==> src/rtl/ysyx_23060208_ifu_prefetch_if.sv <==
// IFU-side bundle: EXU redirect, IDU delivery handshake and AXI4-Lite instruction read channel.
// master = IFU, slave = the IDU/EXU/SRAM environment.
interface ysyx_23060208_ifu_prefetch_if #(
  parameter int unsigned DATA_WIDTH = 32,
  parameter int unsigned ADDR_WIDTH = 32
);
  localparam int unsigned BUS_WIDTH = ADDR_WIDTH + DATA_WIDTH + 1;

  logic                  redirect_valid;
  logic [ADDR_WIDTH-1:0] redirect_pc;
  logic                  ifu_to_idu_valid;
  logic                  idu_ready;
  logic [BUS_WIDTH-1:0]  ifu_to_idu_bus;
  logic [ADDR_WIDTH-1:0] isram_araddr;
  logic                  isram_arvalid;
  logic                  isram_arready;
  logic [DATA_WIDTH-1:0] isram_rdata;
  logic [1:0]            isram_rresp;
  logic                  isram_rvalid;
  logic                  isram_rready;
  logic [ADDR_WIDTH-1:0] fetch_pc;

  modport master (
    input  redirect_valid, redirect_pc, idu_ready,
           isram_arready, isram_rdata, isram_rresp, isram_rvalid,
    output ifu_to_idu_valid, ifu_to_idu_bus, isram_araddr, isram_arvalid,
           isram_rready, fetch_pc
  );

  modport slave (
    output redirect_valid, redirect_pc, idu_ready,
           isram_arready, isram_rdata, isram_rresp, isram_rvalid,
    input  ifu_to_idu_valid, ifu_to_idu_bus, isram_araddr, isram_arvalid,
           isram_rready, fetch_pc
  );
endinterface

==> src/rtl/ysyx_23060208_ifu_prefetch.sv <==
// Prefetching instruction-fetch unit: one outstanding AXI4-Lite read feeding a FIFO_DEPTH-entry
// buffer of {pc, inst, fault}; EXU redirects flush the buffer and discard the in-flight response.
module ysyx_23060208_ifu_prefetch #(
  parameter int unsigned           DATA_WIDTH = 32,
  parameter int unsigned           ADDR_WIDTH = 32,
  parameter int unsigned           FIFO_DEPTH = 4,
  parameter logic [ADDR_WIDTH-1:0] RESET_PC   = ADDR_WIDTH'(32'h8000_0000)
) (
  input logic                           clk,
  input logic                           rst,
  ysyx_23060208_ifu_prefetch_if.master  bus
);
  localparam int unsigned PW = $clog2(FIFO_DEPTH);
  localparam int unsigned CW = PW + 1;
  localparam int unsigned BW = ADDR_WIDTH + DATA_WIDTH + 1;

  typedef enum logic [1:0] {S_IDLE, S_ADDR, S_DATA} state_e;

  state_e                r_state, w_state_nxt;
  logic [ADDR_WIDTH-1:0] r_fetch_pc, w_fetch_pc_nxt;
  logic [ADDR_WIDTH-1:0] r_req_pc, w_req_pc_nxt;
  logic                  r_drop, w_drop_nxt;
  logic [BW-1:0]         r_mem [FIFO_DEPTH];
  logic [PW-1:0]         r_wptr, r_rptr;
  logic [CW-1:0]         r_count, w_count_nxt;
  logic                  r_valid, r_arvalid, r_rready;
  logic                  w_push, w_pop, w_flush;

  // Next-state: a slot is reserved when the read is requested, so a push never overflows.
  always_comb begin
    w_state_nxt    = r_state;
    w_fetch_pc_nxt = bus.redirect_valid ? bus.redirect_pc : r_fetch_pc;
    w_req_pc_nxt   = r_req_pc;
    w_drop_nxt     = r_drop;
    w_flush        = bus.redirect_valid;
    w_pop          = r_valid && bus.idu_ready;
    w_push         = (r_state == S_DATA) && bus.isram_rvalid && !r_drop && !w_flush;
    w_count_nxt    = w_flush ? '0 : CW'(r_count + CW'(w_push) - CW'(w_pop));
    case (r_state)
      S_IDLE: begin
        if (w_flush || (r_count < CW'(FIFO_DEPTH))) begin
          w_state_nxt  = S_ADDR;
          w_req_pc_nxt = w_fetch_pc_nxt;
        end
      end
      S_ADDR: begin
        if (bus.isram_arready) begin
          w_state_nxt = S_DATA;
          // A redirect during this request already pointed fetch_pc at the target.
          if (!r_drop && !w_flush) begin
            w_fetch_pc_nxt = r_fetch_pc + ADDR_WIDTH'(4);
          end
        end
      end
      S_DATA: begin
        if (bus.isram_rvalid) begin
          w_drop_nxt = 1'b0;
          if (w_count_nxt < CW'(FIFO_DEPTH)) begin
            w_state_nxt  = S_ADDR;
            w_req_pc_nxt = w_fetch_pc_nxt;
          end else begin
            w_state_nxt = S_IDLE;
          end
        end
      end
      default: w_state_nxt = S_IDLE;
    endcase
    // Only a read still outstanding after this cycle needs its response discarded.
    if (w_flush && ((r_state == S_ADDR) || ((r_state == S_DATA) && !bus.isram_rvalid))) begin
      w_drop_nxt = 1'b1;
    end
  end

  // State, control and buffer registers.
  always_ff @(posedge clk) begin
    if (rst) begin
      r_state    <= S_IDLE;
      r_fetch_pc <= RESET_PC;
      r_req_pc   <= RESET_PC;
      r_drop     <= 1'b0;
      r_wptr     <= '0;
      r_rptr     <= '0;
      r_count    <= '0;
      r_valid    <= 1'b0;
      r_arvalid  <= 1'b0;
      r_rready   <= 1'b0;
      for (int unsigned i = 0; i < FIFO_DEPTH; i++) begin
        r_mem[i] <= '0;
      end
    end else begin
      r_state    <= w_state_nxt;
      r_fetch_pc <= w_fetch_pc_nxt;
      r_req_pc   <= w_req_pc_nxt;
      r_drop     <= w_drop_nxt;
      r_count    <= w_count_nxt;
      r_valid    <= (w_count_nxt != '0);
      r_arvalid  <= (w_state_nxt == S_ADDR);
      r_rready   <= (w_state_nxt == S_DATA);
      if (w_flush) begin
        r_wptr <= '0;
        r_rptr <= '0;
      end else begin
        if (w_push) begin
          r_mem[r_wptr] <= {r_req_pc, bus.isram_rdata, (bus.isram_rresp != 2'b00)};
          r_wptr        <= r_wptr + PW'(1);
        end
        if (w_pop) begin
          r_rptr <= r_rptr + PW'(1);
        end
      end
    end
  end

  assign bus.ifu_to_idu_valid = r_valid;
  assign bus.ifu_to_idu_bus   = r_mem[r_rptr];
  assign bus.isram_araddr     = r_req_pc;
  assign bus.isram_arvalid    = r_arvalid;
  assign bus.isram_rready     = r_rready;
  assign bus.fetch_pc         = r_fetch_pc;
endmodule

==> src/flat_wrapper.sv <==
// flat-port wrapper written by rule: the top's interface ports become plain ports
module ysyx_23060208_ifu_prefetch_flat 
#(
  parameter int unsigned           DATA_WIDTH = 32,
  parameter int unsigned           ADDR_WIDTH = 32,
  parameter int unsigned           FIFO_DEPTH = 4,
  parameter logic [ADDR_WIDTH-1:0] RESET_PC   = ADDR_WIDTH'(32'h8000_0000)
)
  (clk, rst, bus_redirect_valid, bus_redirect_pc, bus_idu_ready, bus_isram_arready, bus_isram_rdata, bus_isram_rresp, bus_isram_rvalid, bus_ifu_to_idu_valid, bus_ifu_to_idu_bus, bus_isram_araddr, bus_isram_arvalid, bus_isram_rready, bus_fetch_pc);
  ysyx_23060208_ifu_prefetch_if #(.DATA_WIDTH(DATA_WIDTH), .ADDR_WIDTH(ADDR_WIDTH)) bus_i ();
  input logic clk;
  input logic rst;
  input wire logic [$bits(bus_i.redirect_valid)-1:0] bus_redirect_valid;
  input wire logic [$bits(bus_i.redirect_pc)-1:0] bus_redirect_pc;
  input wire logic [$bits(bus_i.idu_ready)-1:0] bus_idu_ready;
  input wire logic [$bits(bus_i.isram_arready)-1:0] bus_isram_arready;
  input wire logic [$bits(bus_i.isram_rdata)-1:0] bus_isram_rdata;
  input wire logic [$bits(bus_i.isram_rresp)-1:0] bus_isram_rresp;
  input wire logic [$bits(bus_i.isram_rvalid)-1:0] bus_isram_rvalid;
  output wire logic [$bits(bus_i.ifu_to_idu_valid)-1:0] bus_ifu_to_idu_valid;
  output wire logic [$bits(bus_i.ifu_to_idu_bus)-1:0] bus_ifu_to_idu_bus;
  output wire logic [$bits(bus_i.isram_araddr)-1:0] bus_isram_araddr;
  output wire logic [$bits(bus_i.isram_arvalid)-1:0] bus_isram_arvalid;
  output wire logic [$bits(bus_i.isram_rready)-1:0] bus_isram_rready;
  output wire logic [$bits(bus_i.fetch_pc)-1:0] bus_fetch_pc;
  assign bus_i.redirect_valid = bus_redirect_valid;
  assign bus_i.redirect_pc = bus_redirect_pc;
  assign bus_i.idu_ready = bus_idu_ready;
  assign bus_i.isram_arready = bus_isram_arready;
  assign bus_i.isram_rdata = bus_isram_rdata;
  assign bus_i.isram_rresp = bus_isram_rresp;
  assign bus_i.isram_rvalid = bus_isram_rvalid;
  assign bus_ifu_to_idu_valid = bus_i.ifu_to_idu_valid;
  assign bus_ifu_to_idu_bus = bus_i.ifu_to_idu_bus;
  assign bus_isram_araddr = bus_i.isram_araddr;
  assign bus_isram_arvalid = bus_i.isram_arvalid;
  assign bus_isram_rready = bus_i.isram_rready;
  assign bus_fetch_pc = bus_i.fetch_pc;
  ysyx_23060208_ifu_prefetch #(.DATA_WIDTH(DATA_WIDTH), .ADDR_WIDTH(ADDR_WIDTH), .FIFO_DEPTH(FIFO_DEPTH), .RESET_PC(RESET_PC)) u_core (.clk(clk), .rst(rst), .bus(bus_i));
endmodule
==> config.mk <==
export PLATFORM = sky130hd
export DESIGN_NAME = ysyx_23060208_ifu_prefetch_flat
export DESIGN_NICKNAME = d
export VERILOG_FILES = /design/src/rtl/ysyx_23060208_ifu_prefetch_if.sv /design/src/rtl/ysyx_23060208_ifu_prefetch.sv /design/src/flat_wrapper.sv
export SDC_FILE = /design/constraint.sdc
export NUM_CORES = 1
export LEC_CHECK = 0
export ABC_CLOCK_PERIOD_IN_PS = 6200
export CAP_MARGIN = 20
export CORE_MARGIN = 2
export CORE_UTILIZATION = 40
export CTS_CLUSTER_DIAMETER = 200
export DETAILED_ROUTE_END_ITERATION = 12
export MAX_ROUTING_LAYER = met4
export PLACE_DENSITY = 0.69
export SLEW_MARGIN = 40
export SYNTH_ARGS = -nofsm -noshare
export SYNTH_HDL_FRONTEND = slang
export SYNTH_SLANG_ARGS = --single-unit
==> constraint.sdc <==
create_clock -name clk -period 6.2 [get_ports clk]
set_clock_uncertainty 0.2 [all_clocks]
set_input_delay 0.93 -clock clk [delete_from_list [all_inputs] [get_ports clk]]
set_output_delay 0.93 -clock clk [all_outputs]
set_load 0.02 [all_outputs]
Word-level counts from Yosys, hierarchy flattened
Memories as Yosys holds them, arrays and structs flattened. A register that Yosys moved wholly into a read port is not among the register bits.
Cells that the tools add are included.
Word-level totals
  logic and storage cells: 75
  memory bits (writable): 260
  flip-flop bits (word level): 77
  input bits: 72
  memories: 1
Memory list
  u_core.r_mem: depth 4, bits a word 65, read ports 1, clocked after Yosys merged registers in 1, write ports 4, line ysyx_23060208_ifu_prefetch.sv:23  | logic [BW-1:0] r_mem [FIFO_DEPTH];
Cells by class
  order comparisons: 2
  reductions and logical operators: 22
  equal/unequal tests: 7
  add/subtract/negate cells: 5
  muxes and demuxes: 28
Operators with widths (number)
  32-bit 2-to-1 mux: 7
  65-bit 2-to-1 mux: 1
  65-bit OR reduction: 1
  32-bit one-hot mux with 2 select lines: 1
  32-bit by 3-bit adder with 32-bit output, second input constant: 1
  2-bit 2-to-1 mux: 6
  1-bit 2-to-1 mux: 11
  2-bit nonzero test: 4
  1-bit logical AND: 7
  3-bit less-than comparator, second input constant: 2
  2-bit one-hot mux with 3 select lines: 1
  2-bit by 1-bit adder with 2-bit output, second input constant: 2
  2-bit by 1-bit equality test with 1-bit output, second input constant: 2
  2-bit equality test, second input constant: 2
  2-bit by 1-bit inequality test with 1-bit output, second input constant: 2
  4-bit AND reduction: 1
  3-bit by 1-bit adder with 3-bit output: 1
  1-bit logical NOT: 3
  3-bit 2-to-1 mux: 1
  3-bit nonzero test: 1
  3-bit by 1-bit subtractor with 3-bit output: 1
  2-bit logical NOT: 1
  1-bit logical OR: 2
  2-bit inequality test, second input constant: 1
  other kinds (2): 2

Depth between registers and ports, before layout
Gate-level depths: netlist of the first run.
  depth after elaboration: 12
  gate-level depth with buffers: 13

Least setup slack after synthesis of the first run
Ideal clock, no wire load.
  path kind: input port to flip-flop
  start point: in bus_redirect_valid
  end point: mem u_core.r_mem[3][0] (netlist bit) (enable)
  required time: 5.498 ns
  path buffers: 1
  stages: 4
  data arrival time: 4.874 ns
  path slack: 0.624 ns
  cell sequence: clkbuf_1 > nor4_1 > nand2_1 > o21bai_1
RTL lines
  start, declared: line flat_wrapper.sv:13  | input wire logic [$bits(bus_i.redirect_valid)-1:0] bus_redirect_valid;
  end, declared: line ysyx_23060208_ifu_prefetch.sv:23

==> results of run 1 <==
==> power by group <==
part | total, mW | switching (mW) | internal, mW
logic | 0.461 | 0.246 | 0.215
registers | 2.62 | 0.0813 | 2.54
clock network | 2.27 | 0.899 | 1.37
==> registers in the layout, indices dropped and copies added (netlist names), named ones only <==
signal,count
u_core.bus.ifu_to_idu_valid,1
u_core.r_state,2
u_core.r_rptr,2
u_core.r_mem,260
u_core.r_wptr,2
u_core.bus.isram_araddr,32
u_core.bus.fetch_pc,32
u_core.bus.isram_rready,1
u_core.r_count,3
u_core.r_drop,1
u_core.bus.isram_arvalid,1
==> kinds of logic after synthesis <==
group	share of synthesized area, %
compound gates	4.88
simple gates	12.2
buf+inv	4.03
xor+xnor	1.75
fa+ha+maj	0.396
mux	12.2
flops	64.6
==> worst register-to-register path: cells and delay by family, from the launching register on <==
| family | cells | cell delay [ps] |
|---|---|---|
| buffers and inverters | 3 | 550 |
| DFF | 1 | 450 |
| adders and majority gates | 2 | 520 |
| xor gates and xnor gates | 1 | 250 |
| and+or+nand+nor | 3 | 930 |
| AOI/OAI and AO/OA | 3 | 480 |
==> stage by stage <==
step	setup slack [ps]	cells
finish	2180	1808
global route	1960	1808
CTS	2100	1807
detailed placement	1670	1738
global placement	1400	1735
floorplan	624	1125
==> cell type report <==
class	instances	share of cell area [%]
flip-flops and latches	339	51.1
inverters	75	1.53
repair buffers	226	12.2
multi-input cells	638	25.0
well taps	461	3.14
clock inverters	18	1.05
clock buffers	51	5.92
==> cells in the mapped netlist, types with 19 or more instances <==
| library cell | number |
|---|---|
| a211oi_1 | 33 |
| a21oi_1 | 47 |
| and2_1 | 35 |
| clkbuf_1 | 40 |
| dfxtp_1 | 79 |
| edfxtp_1 | 260 |
| inv_1 | 75 |
| mux2i_1 | 28 |
| mux4_2 | 65 |
| nand2_1 | 105 |
| nor2_1 | 202 |
| xor2_1 | 19 |
==> metal layers <==
metal,track usage [%],vias to the layer above,part of all wire (%)
met3,3.75,47,7.0
met1,26.3,4711,43
li1,-,4415,-
met2,32.1,352,48
met5,-,-,0
met4,4.62,0,1.9
==> worst paths after layout <==
check,from,slack (ps),to
worst max-delay path,flip-flop,2180,bus_ifu_to_idu_bus[37]
worst max register to register,u_core.r_state[1]$_SDFF_PP0_,2660,u_core.bus.isram_araddr[12]$_SDFFE_PP0P_
worst min-delay path,u_core.r_rptr[1]$_SDFFE_PP0P_,330,u_core.r_rptr[1]$_SDFFE_PP0P_
worst min register to register,u_core.r_rptr[1]$_SDFFE_PP0P_,330,u_core.r_rptr[1]$_SDFFE_PP0P_
==> impl_metrics.json, run 1 <==
{
  "grt_max_degree": 75,
  "yosysSeqAreaShare_pct": 64.6,
  "layout_commonest_cell": "edfxtp_1",
  "clock.fmax_ghz": 0.249,
  "dieHeight_um": 195,
  "synth_cell_types": 51,
  "syn_avg_cell_area_um2": 12.9,
  "cts-resized-gates": 0,
  "wl_per_cell_um": 20.2,
  "grt_pass1_vias": 9743,
  "finalCritPeriodShare_pct": 64.8,
  "end_kind": "output pin",
  "n_antenna_cell": 0,
  "fillers": 3087,
  "vias": 9525,
  "h-tree-depth": 2,
  "clk_path_buf_depth": 3,
  "grt_use_total_pct": 19.9,
  "globalRouteOverflowTotal": 0,
  "synthFlopType": "edfxtp_1",
  "r2r_cells": 12,
  "core_area_mm2": 0.0357,
  "drtAntennaViolNets": 0,
  "finalHoldViolations": 0,
  "cp.arrival_ps": 2890,
  "cp_top_family": "buffers and inverters",
  "synth_edf_count": 260,
  "final_nets": 1394,
  "slowest_delay_ps": 620,
  "synth_largest_area_cell": "edfxtp_1",
  "insertion_delay_ps": 520,
  "p_leak_nw": 6.91,
  "hold_class": "flip-flop to flip-flop",
  "dieArea_mm2": 0.0379,
  "post-route-min-period_ps": 4020,
  "crit_fanout": 26,
  "die_w_um": 195,
  "whs_ps": 334,
  "start_util_pct": 40.7,
  "synthArstFlopShare_pct": 0,
  "cts_tree": "done",
  "ios": 204,
  "grt_pass1_wl_um": 56400,
  "crit_type": "flip-flop to output pin",
  "drc": 0,
  "final_cell_mix": "edfxtp_1 (260), nor2_1 (202), clkdlybuf4s50_1 (201)",
  "drt_iter0_markers": 675,
  "first_pass_iters": 6,
  "relSlewSlack_pct": 45.4,
  "yosys_warnings": 0,
  "synthToLayoutAreaGrowth_pct": 26.6,
  "critical_path.cell_chain": "buf_4 > mux4_2 > clkdlybuf4s50_1",
  "slew_violations": 0,
  "crit_slowest_cell": "mux4_2",
  "utilization_pct": 51.6,
  "setup_viol": 0,
  "cts_root_buf": "clkbuf_16",
  "cp.depth": 3,
  "cts_setup_buffers": 0,
  "port_buffers": 203,
  "total_power_mw": 5.35,
  "critPathLaunchType": "flip-flop",
  "path_clk_slew_ps": 60,
  "final_cell_area_mm2": 0.0184,
  "synth_top_area_share_pct": 53.7,
  "numCtsBuffers": 38,
  "hpwlAfterDp_um": 22900,
  "ir_drop_mv": 0.174,
  "rsz0062_at_grt": "false",
  "powerDensity_mw_per_mm2": 291,
  "ys_top_cells_by_area": "edfxtp_1 (54%), dfxtp_1 (11%), mux4_2 (10%)",
  "critPathBufInv": 2,
  "netlist_area_mm2": 0.0145,
  "cts_sinks": 339,
  "drive_above_1_share_pct": 12.8,
  "wl_um": 36600,
  "antenna_found_initial": 0,
  "syn_nets": 1201,
  "multi_input_area_mm2": 0.00461,
  "tns_ps": 0,
  "globalplace.congestion": 0.830,
  "critPathRequiredTime_ps": 5070,
  "postCtsHoldBufs": 0,
  "tightest_slew_ps": 818,
  "row_count": 69,
  "synth_seq_cells": 339,
  "synth_cells": 1125,
  "postPlaceCellArea_mm2": 0.0171,
  "status": "complete, no violations",
  "holdPathStages": 2,
  "regArea_mm2": 0.00940,
  "vias_per_cell": 5.27,
  "cap_violations": 0
}
Power figures use the tool's default switching activity.
==> run 2: changes to the inputs <==
--- a/config.mk
+++ b/config.mk
@@ -5,7 +5,7 @@
 export SDC_FILE = /design/constraint.sdc
 export NUM_CORES = 1
 export LEC_CHECK = 0
-export ABC_CLOCK_PERIOD_IN_PS = 6200
+export ABC_CLOCK_PERIOD_IN_PS = 4000
 export CAP_MARGIN = 20
 export CORE_MARGIN = 2
 export CORE_UTILIZATION = 40
==> constraint.sdc (replaced) <==
create_clock -name clk -period 4 [get_ports clk]
set_clock_uncertainty 0.2 [all_clocks]
set_input_delay 0.6 -clock clk [delete_from_list [all_inputs] [get_ports clk]]
set_output_delay 0.6 -clock clk [all_outputs]
set_load 0.02 [all_outputs]
==> impl_metrics.json, run 2 (same netlist as run 1, synthesis figures left out) <==
{
  "cp.depth": 3,
  "clk_path_buf_depth": 3,
  "dieHeight_um": 195,
  "status": "complete, no violations",
  "globalplace.congestion": 0.819,
  "critPathRequiredTime_ps": 3200,
  "numCtsBuffers": 37,
  "largest-register": "u_core.r_mem",
  "synthToLayoutAreaGrowth_pct": 26.0,
  "hpwlAfterDp_um": 23200,
  "critical_path.cell_chain": "buf_12 > mux4_2 > clkdlybuf4s50_1",
  "grt_use_total_pct": 20.1,
  "cts_sinks": 339,
  "cts-resized-gates": 0,
  "ir_drop_mv": 0.261,
  "wl_um": 36600,
  "h-tree-depth": 2,
  "cap_violations": 0,
  "ios": 204,
  "first_pass_iters": 5,
  "fillers": 3075,
  "tightest_slew_ps": 798,
  "relSlewSlack_pct": 46.8,
  "grt_util_met1_pct": 26.4,
  "final_nets": 1400,
  "holdPathStages": 2,
  "multi_input_area_mm2": 0.00461,
  "tns_ps": 0,
  "post-route-min-period_ps": 3440,
  "critPathBufInv": 2,
  "finalCritPeriodShare_pct": 86.0,
  "port_buffers": 203,
  "grt_use_met2_pct": 32.2,
  "final_cell_mix": "edfxtp_1 (260), nor2_1 (202), clkdlybuf4s50_1 (201)",
  "crit_type": "flip-flop to output pin",
  "grt_max_degree": 75,
  "grt_pass1_vias": 9777,
  "p_leak_nw": 6.85,
  "largest_register_ffs": 260,
  "die_w_um": 195,
  "postCtsHoldBufs": 0,
  "cp_top_family": "buffers and inverters",
  "fin_ws_ps": 558,
  "drt_iter0_markers": 606,
  "powerDensity_mw_per_mm2": 431,
  "hold_class": "flip-flop to flip-flop",
  "drtAntennaViolNets": 0,
  "cts_tree": "done",
  "use_met3_pct": 4.10,
  "path_clk_slew_ps": 60,
  "cts_setup_buffers": 0,
  "slowest_delay_ps": 670,
  "drc": 0,
  "r2r_cells": 11,
  "setup_viol": 0,
  "end_kind": "output pin",
  "clock.fmax_ghz": 0.291,
  "grt_pass1_wl_um": 57100,
  "globalRouteOverflowTotal": 0,
  "cp.arrival_ps": 2640,
  "crit_slowest_cell": "dfxtp_4",
  "crit_fanout": 27,
  "n_antenna_cell": 0,
  "antenna_found_initial": 0,
  "slew_violations": 0,
  "rsz0062_at_grt": "false",
  "pre_cts_slack_ps": 128,
  "vias": 9503,
  "finalHoldViolations": 0,
  "cts_root_buf": "clkbuf_16",
  "insertion_delay_ps": 510,
  "dieArea_mm2": 0.0379,
  "start_util_pct": 40.7,
  "critPathLaunchType": "flip-flop",
  "drive_above_1_share_pct": 12.0,
  "wl_per_cell_um": 20.3,
  "row_count": 69,
  "vias_per_cell": 5.26,
  "regArea_mm2": 0.00940,
  "busiest_layer": "met2",
  "layout_commonest_cell": "edfxtp_1",
  "core_area_mm2": 0.0357,
  "whs_ps": 332
}
run 2: changes by cell type in the layout (fill, tap and decap cells not counted), moves of 3 or more:
cell       delta
clkinv_2      -9
clkbuf_1      +4
buf_4         +4
clkbuf_16     -5
buf_12        +7
buf_6         -3
clkinv_1      +4
run 2: metrics by stage:
step	std cells	cell area [µm²]	power [mW]	utilization [%]
after global routing	1806	18300	8.15	51.3
after CTS	1806	18300	7.95	51.3
after floorplan	1125	14500	4.45	-
after detailed placement	1746	17200	4.86	48.3
after global placement	1746	17200	4.85	48.3
final	1806	18300	7.89	51.3
run 2: final timing paths:
kind                                               startpoint                                  endpoint  slack, ps
worst max-delay path                                flip-flop                     bus_ifu_to_idu_bus[1]        560
worst min-delay path            u_core.r_rptr[1]$_SDFFE_PP0P_             u_core.r_rptr[1]$_SDFFE_PP0P_        330
worst max register to register   u_core.r_state[1]$_SDFF_PP0_  u_core.bus.isram_araddr[14]$_SDFFE_PP0P_        690
worst min register to register  u_core.r_rptr[1]$_SDFFE_PP0P_             u_core.r_rptr[1]$_SDFFE_PP0P_        330
run 2: tightest hold or removal path, delay by kind of cell (launching register included):
family	cells	cell delay (ps)
xor+xnor	1	60
simple gates	1	100
flops	1	330
run 2: routing by layer:
layer / share of wire [%] / vias up
met1: 43 / 4712
met5: 0 / -
met2: 48 / 318
met4: 1.8 / 0
li1: - / 4427
met3: 6.9 / 46
run 2: final cells by class:
cell class	instances	share of cell area, %
Sequential cell	339	51.3
Multi-Input combinational cell	638	25.2
Timing Repair Buffer	233	13.0
Clock buffer	52	5.52
Tap cell	461	3.15
Inverter	75	1.54
Clock inverter	8	0.342
run 2: report_power, final:
part / switching (mW) / internal, mW / total [mW]
registers: 0.126 / 3.94 / 4.06
clock network: 1.30 / 1.81 / 3.11
logic: 0.380 / 0.340 / 0.720
total: 1.81 / 6.09 / 7.89
